$ cat config.mk
export PLATFORM = sky130hd
export DESIGN_NAME = seven_segment_arbiter
export DESIGN_NICKNAME = d
export VERILOG_FILES = /design/src/rtl/seven_segment_arbiter.sv
export SDC_FILE = /design/constraint.sdc
export NUM_CORES = 1
export LEC_CHECK = 0
export ABC_AREA = 1
export BUFFER_PORTS_ARGS = -buffer_cell sky130_fd_sc_hd__buf_2
export CAP_MARGIN = 20
export CORE_MARGIN = 8
export CORE_UTILIZATION = 44
export CTS_CLUSTER_SIZE = 30
export DETAILED_ROUTE_END_ITERATION = 16
export GPL_TIMING_DRIVEN = 0
export PLACE_DENSITY = 0.78
export SYNTH_ARGS = -nofsm -noshare
export SYNTH_HDL_FRONTEND = slang
export SYNTH_SLANG_ARGS = --single-unit
$ cat constraint.sdc
create_clock -name clock -period 2.1 [get_ports clock]
set_clock_uncertainty 0.15 [all_clocks]
set_input_delay 0.42 -clock clock [delete_from_list [all_inputs] [get_ports clock]]
set_output_delay 0.42 -clock clock [all_outputs]
set_load 0.1 [all_outputs]
$ cat src/rtl/seven_segment_arbiter.sv
// seven_segment_arbiter: round-robin time-multiplexing of several number/dots images onto one display.
// Optional requester-0 preemption via SEVEN_SEGMENT_ARBITER_PREEMPT_EN.
module seven_segment_arbiter #(
  parameter int n_req   = 4,
  parameter int w_digit = 8,
  parameter int w_dwell = 8,
  parameter int w_div   = 22
) (
  input  logic                         clock,
  input  logic                         reset,
  input  logic [n_req-1:0]             req,
  input  logic [n_req*w_digit*4-1:0]   number_in,
  input  logic [n_req*w_digit-1:0]     dots_in,
  input  logic [w_dwell-1:0]           dwell,
  output logic [n_req-1:0]             grant,
  output logic [w_digit*4-1:0]         number,
  output logic [w_digit-1:0]           dots,
  output logic                         busy,
  output logic                         tick
);
  localparam int W_IDX = $clog2(n_req);
  localparam logic [0:0] IDLE = 1'b0;
  localparam logic [0:0] SHOW = 1'b1;
  logic [0:0]           state_q, state_d;
  logic [W_IDX-1:0]     last_q, last_d, win, nxt, idx;
  logic [w_dwell-1:0]   dwell_cnt_q, dwell_cnt_d, dwell_ld;
  logic [w_div-1:0]     div_q, div_d;
  logic [w_digit*4-1:0] number_q, number_d;
  logic [w_digit-1:0]   dots_q, dots_d;
  logic                 found, take, pre, hold, expire;
`ifdef SEVEN_SEGMENT_ARBITER_PREEMPT_EN
  assign pre  = req[0] && last_q != '0;
  assign hold = last_q == '0 && |req[n_req-1:1];
`else
  assign pre  = 1'b0;
  assign hold = 1'b0;
`endif
  assign tick     = &div_q;
  assign div_d    = div_q + w_div'(1);
  assign dwell_ld = (dwell == '0) ? w_dwell'(1) : dwell;
  assign expire   = tick && dwell_cnt_q == w_dwell'(1) && !hold;
  assign busy     = state_q == SHOW;
  assign grant    = busy ? (n_req'(1) << last_q) : '0;
  assign number   = number_q;
  assign dots     = dots_q;
  always_comb begin
    win = last_q;
    found = 1'b0;
    idx = '0;
    // descending offset so the nearest pending requester after last wins
    for (int k = n_req; k >= 1; k--) begin
      idx = W_IDX'((int'(last_q) + k) % n_req);
      if (req[idx]) begin
        win = idx;
        found = 1'b1;
      end
    end
    state_d = state_q;
    last_d = last_q;
    dwell_cnt_d = dwell_cnt_q;
    take = 1'b0;
    nxt = win;
    if (state_q == IDLE) take = found;
    else if (pre) begin
      take = 1'b1;
      nxt = '0;
    end else if (!req[last_q] || expire) begin
      take = found;
      state_d = found ? SHOW : IDLE;
    end else if (tick && dwell_cnt_q > w_dwell'(1)) dwell_cnt_d = dwell_cnt_q - w_dwell'(1);
    if (take) begin
      state_d = SHOW;
      last_d = nxt;
      dwell_cnt_d = dwell_ld;
    end
    number_d = (state_d == SHOW) ? number_in[last_d*w_digit*4 +: w_digit*4] : '0;
    dots_d = (state_d == SHOW) ? dots_in[last_d*w_digit +: w_digit] : '0;
  end
  always_ff @(posedge clock) begin
    if (reset) begin
      state_q <= IDLE;
      last_q <= W_IDX'(n_req - 1);
      dwell_cnt_q <= '0;
      div_q <= '0;
      number_q <= '0;
      dots_q <= '0;
    end else begin
      state_q <= state_d;
      last_q <= last_d;
      dwell_cnt_q <= dwell_cnt_d;
      div_q <= div_d;
      number_q <= number_d;
      dots_q <= dots_d;
    end
  end
endmodule

# After elaboration in Yosys (flattened, before gate mapping)
# Cells that the tools add are included.
# classes
n_shift,3
addsub,6
reduce_logical,10
bitwise,1
mux,31
magnitude_cmp,6
n_eq_ne,2
# ops
cell,count
$shiftx A128 B8 Y32,1
$mux W8,5
$shiftx A32 B6 Y8,1
$add A22 B1 Y22 const B,1
$reduce_and A22 Y1,1
$lt A2 B3 Y1 const B,5
$mux W1,15
$bmux W1 S2,5
$mux W2,5
$eq A8 B1 Y1 const B,1
$gt A8 B1 Y1 const B,1
$logic_not A8 Y1,1
$sub A8 B1 Y8 const B,1
$add A2 B1 Y2 const B,2
$add A2 B2 Y2 const B,2
$mux W4,1
$reduce_bool A2 Y1,2
$shl A1 B2 Y4 const A,1
$reduce_and A3 Y1,1
$logic_and A1 B1 Y1,2
$ne A2 B2 Y1 const B,1
$reduce_or A2 Y1,1
$logic_not A1 Y1,1
$logic_or A1 B1 Y1,1
$not A1 Y1,1
# word_totals
regBits,73
output_inout_bits,46
inputBits,174

# Longest topological paths before layout
# depth
word_depth,13
ltp_mapped,15
ltp_nobuf,13

# Worst setup path after synthesis
# OpenSTA, ideal clock, no wires.
# synth_timing
path_type,register -> register
start,"register state_q, in the netlist busy"
end,"register dots_q[7], in the netlist dots[7]"
setup_slack_ns,-0.350
required_time_ns,1.807
period_less_slack_ns,2.450
n_path_buf,2
stages_incl_launch_ff,10
arrival_time_ns,2.157
cell_sequence,dfxtp_1 > nand2_1 > nor2_2 > nand2_2 > nand4_1 > buf_2 > buf_1 > nand3b_1 > nand3_1 > a21oi_2
# synth_via
elab_chain_len,4
# synth_rtl
element,line,source
"start, declared",24,"logic [0:0] state_q, state_d;"
"start signal, assigned",88,state_q <= state_d;
"parallel branches: the longest is 4 deep, another holds $shiftx A32 B6 Y8",--,
"end signal, assigned",93,dots_q <= dots_d;
"end, declared",29,"logic [w_digit-1:0] dots_q, dots_d;"
# Several ways; the timed one is not identified.
# A chain may end at the register's enable or synchronous reset.

# Final worst setup path
# layout_timing
start,register last_q[0]
end,"register dots_q[2], in the netlist dots[2]"
# layout_via
elab_chain_len,13
# layout_rtl
element,line,source
"start, declared",25,"logic [W_IDX-1:0] last_q, last_d, win, nxt, idx;"
"start signal, assigned",82,last_q <= W_IDX'(n_req - 1);
"start signal, assigned",89,last_q <= last_d;
"parallel branches: the longest is 13 deep, another holds $add A2 B1 Y2",--,
# Several ways; the timed one is not identified. The select of a mux whose other input is x is not followed.

==> results.sh <==
export IMPL_cp_data_required_time_ns=2.24
export IMPL_yosys_warnings=0
export IMPL_swShare_pct=54.69
export IMPL_r2r_start="last_q[0]$_SDFF_PP1_"
export IMPL_htree_levels=3
export IMPL_p_int_uw=7059
export IMPL_ys_seq_elements=73
export IMPL_placed_area_um2=6240
export IMPL_reg2reg_slack_ns=-0.18
export IMPL_row_count=38
export IMPL_peakVddDrop_v=0.001400
export IMPL_core_area_um2=10890
export IMPL_synthTopCellsByArea="dfxtp_1 30%, nand3_1 12%, inv_1 11%"
export IMPL_reg2reg_depth=15
export IMPL_ys_flop_type="dfxtp_1"
export IMPL_violations="setup timing"
export IMPL_yosysSeqAreaShare_pct=29.63
export IMPL_worstMarginPinSlew_ns=0.5802
export IMPL_worstPathMaxFanout=7
export IMPL_nets=1196
export IMPL_fin_crit_sh_pct=108.5
export IMPL_power_frac_comb_pct=78.6
export IMPL_cp_end_kind="flop"
export IMPL_hold_path_class="primary input to flop"
export IMPL_cp_data_arrival_time_ns=2.42
export IMPL_drt_initial_drc_count=322
export IMPL_first_global_vias=5574
export IMPL_grt_use_total_pct=22.54
export IMPL_clock_latency_ns=0.36
export IMPL_fin_ws_ns=-0.1785
export IMPL_die_h_um=121.9
export IMPL_die_area_um2=14850
export IMPL_clockPowerShare_pct=8.9
export IMPL_drive_gt1_share_pct=47.94
export IMPL_synthTopCellsByCount="151 x inv_1, 143 x nand2_1, 115 x nand3_1"
export IMPL_setup_viol=44
export IMPL_layout_min_cycle_time_ns=2.279
export IMPL_cts_tree="yes"
export IMPL_p_leak_uw=0.004062
export IMPL_status="finished, violations left"
export IMPL_grt_pass1_wl_mm=26.86
export IMPL_wire_per_inst_um=16.43
export IMPL_final_cell_area_um2=7691
export IMPL_syn_to_final_growth_pct=55.94
export IMPL_start_util_pct=45.30
export IMPL_hp_start="reset"
export IMPL_grt_overflow=0
export IMPL_rsz0062_at_grt="yes"
export IMPL_maxSlewHeadroom_pct=61.32
export IMPL_p_sw_uw=8519
export IMPL_grt_max_degree=14
export IMPL_synth_most_common_cell="inv_1"
export IMPL_netlist_instances=753
export IMPL_ios=220
export IMPL_timing_rr_end="dots[2]$_SDFF_PP0_"
export IMPL_drtAntennaViolNets=0
export IMPL_fin_cells=1161
export IMPL_hold_viol_final=0
export IMPL_yosysTopAreaCell="dfxtp_1"
export IMPL_whs_endpoint="busy$_SDFF_PP0_"
export IMPL_power_density_nw_per_um2=2025
export IMPL_slew_violations=0
export IMPL_ctsHoldBuffers=0
export IMPL_synthArstFlopShare_pct=0
export IMPL_placed_cells=1112
export IMPL_clk_path_buf_depth=2
export IMPL_synth_edf_count=0
export IMPL_cts_buffers_inserted=9
export IMPL_syn_nets=934
export IMPL_yosys_cell_types_count=34
export IMPL_synth_area_um2=4932
export IMPL_routabilityCongestion=0.8690
export IMPL_viasPerCell=5.111
export IMPL_io_buffers=219
export IMPL_synth_top_area_share_pct=29.63
export IMPL_hpwl_mm=12.93
export IMPL_antenna_found_initial=1
export IMPL_start_kind="flop"
export IMPL_numClockSinks=73
export IMPL_clk_pin_slew_worst_paths_ns=0.08
export IMPL_maxCapViolCount=0
export IMPL_critPathLaunch="last_q[0]$_SDFF_PP1_"
export IMPL_syn_area_per_cell_um2=6.550
export IMPL_seq_power_share_pct=12.5
export IMPL_utilization_pct=70.64
export IMPL_min_path_cells=2
export IMPL_path_class="flop to flop"
export IMPL_dr_pass1_iters=7
export IMPL_clock_root_buffer="clkbuf_8"
export IMPL_drt_total_wl_mm=19.08
export IMPL_vias=5934
export IMPL_drc=0
export IMPL_die_x_um=121.9
export IMPL_fmax_mhz=438.9
-- per-stage QoR --
stage / total power, uW / hold WS (ns) / setup TNS, ns / setup WS, ns
final: 15580 / 0.1411 / -5.931 / -0.1785
after global routing: 16330 / 0.1418 / -9.449 / -0.2452
after CTS: 13700 / 0.1385 / -3.193 / -0.1124
after detailed placement: 10800 / 0.3001 / -14.06 / -0.3477
after global placement: 10720 / 0.2792 / -13.72 / -0.3533
after floorplan: 9065 / 0.2675 / -0.09038 / -0.009038
-- kinds of logic after synthesis --
family                     share of synthesized area, %
xor gates and xnor gates                          1.953
buffers and inverters                             16.39
and+or+nand+nor                                   39.42
AOI/OAI and AO/OA                                 10.83
adders and majority gates                         1.776
DFF                                               29.63
-- power by group through the flow --
stage / clock (uW) / combinational (uW) / sequential (uW)
floorplan: 0 / 5010 / 4050
global placement: 0 / 8760 / 1960
detailed placement: 0 / 8850 / 1950
CTS: 1380 / 10400 / 1940
global route: 1450 / 12900 / 1990
finish: 1380 / 12200 / 1950
-- per-layer routing --
| metal | vias to the layer above | track usage, % | part of all wire [%] |
|---|---|---|---|
| met5 | - | 0 | 0 |
| met4 | 0 | 9.869 | 3.4 |
| met3 | 50 | 5.599 | 6.9 |
| met2 | 262 | 39.32 | 51 |
| met1 | 2715 | 25.53 | 38 |
| li1 | 2907 | - | - |
-- registers in the layout, indices dropped and copies added, names as in the netlist --
signal and cells:
dots 8, busy 1, number 32, div_q 22
last_q 2, dwell_cnt_q 8
-- worst max-delay path by stage --
stage                            endpoint  slack (ns)  cells after the start
floorplan           number[11]$_SDFF_PP0_      -0.009                     15
global placement    number[17]$_SDFF_PP0_       -0.35                     15
detailed placement  number[11]$_SDFF_PP0_       -0.35                     15
CTS                    dots[0]$_SDFF_PP0_       -0.11                     14
global route        number[20]$_SDFF_PP0_       -0.25                     13
finish                 dots[2]$_SDFF_PP0_       -0.18                     15
-- cells in the final DEF (no fill, tap or decap), drive strengths merged --
cell and n:
buf 277, nand2 152, inv 151, nand3 136, dfxtp 73, a21oi 60
nand3b 40, nor2 39, clkbuf 22, o21ai 19, nor3 11, xor2 7
ha 7, nand4 4, xnor2 4, o21a 4, clkinvlp 3, bufinv 3
a31oi 2, clkinv 2, diode 1, nor4b 1, and2 1, nor3b 1
o21ba 1
-- cell type report --
class | instances | area [um^2]
Multi-Input combinational cell | 489 | 3281
Fill cell | 881 | 3197
Timing Repair Buffer | 248 | 1484
Sequential cell | 73 | 1483
Inverter | 152 | 589.3
Buffer | 42 | 434.2
Tap cell | 140 | 175.2
Clock buffer | 9 | 123.9
Clock inverter | 7 | 118.9
Antenna cell | 1 | 2.502
-- worst max-delay path, cell delays in order (launching register included) --
cell     delay, ns
dfxtp_2       0.36
buf_8         0.14
inv_8         0.04
ha_4          0.28
inv_4         0.04
nand2_2       0.06
nand2_1       0.06
nand2_1       0.07
nand2_2       0.08
nand4_1       0.14
buf_6         0.22
nand2_8       0.12
buf_8         0.15
nand2_1       0.07
nand3_2       0.09
a21oi_2       0.13
-- what timing repair did --
item                                    4_1_cts  5_1_grt
pin swaps                                    35       42
gates cloned                                  6        6
gates resized for setup                     101      133
buffers inserted                             11       10
endpoints found under the setup margin       55       57
No activity file was read; power rests on OpenSTA's default activity.
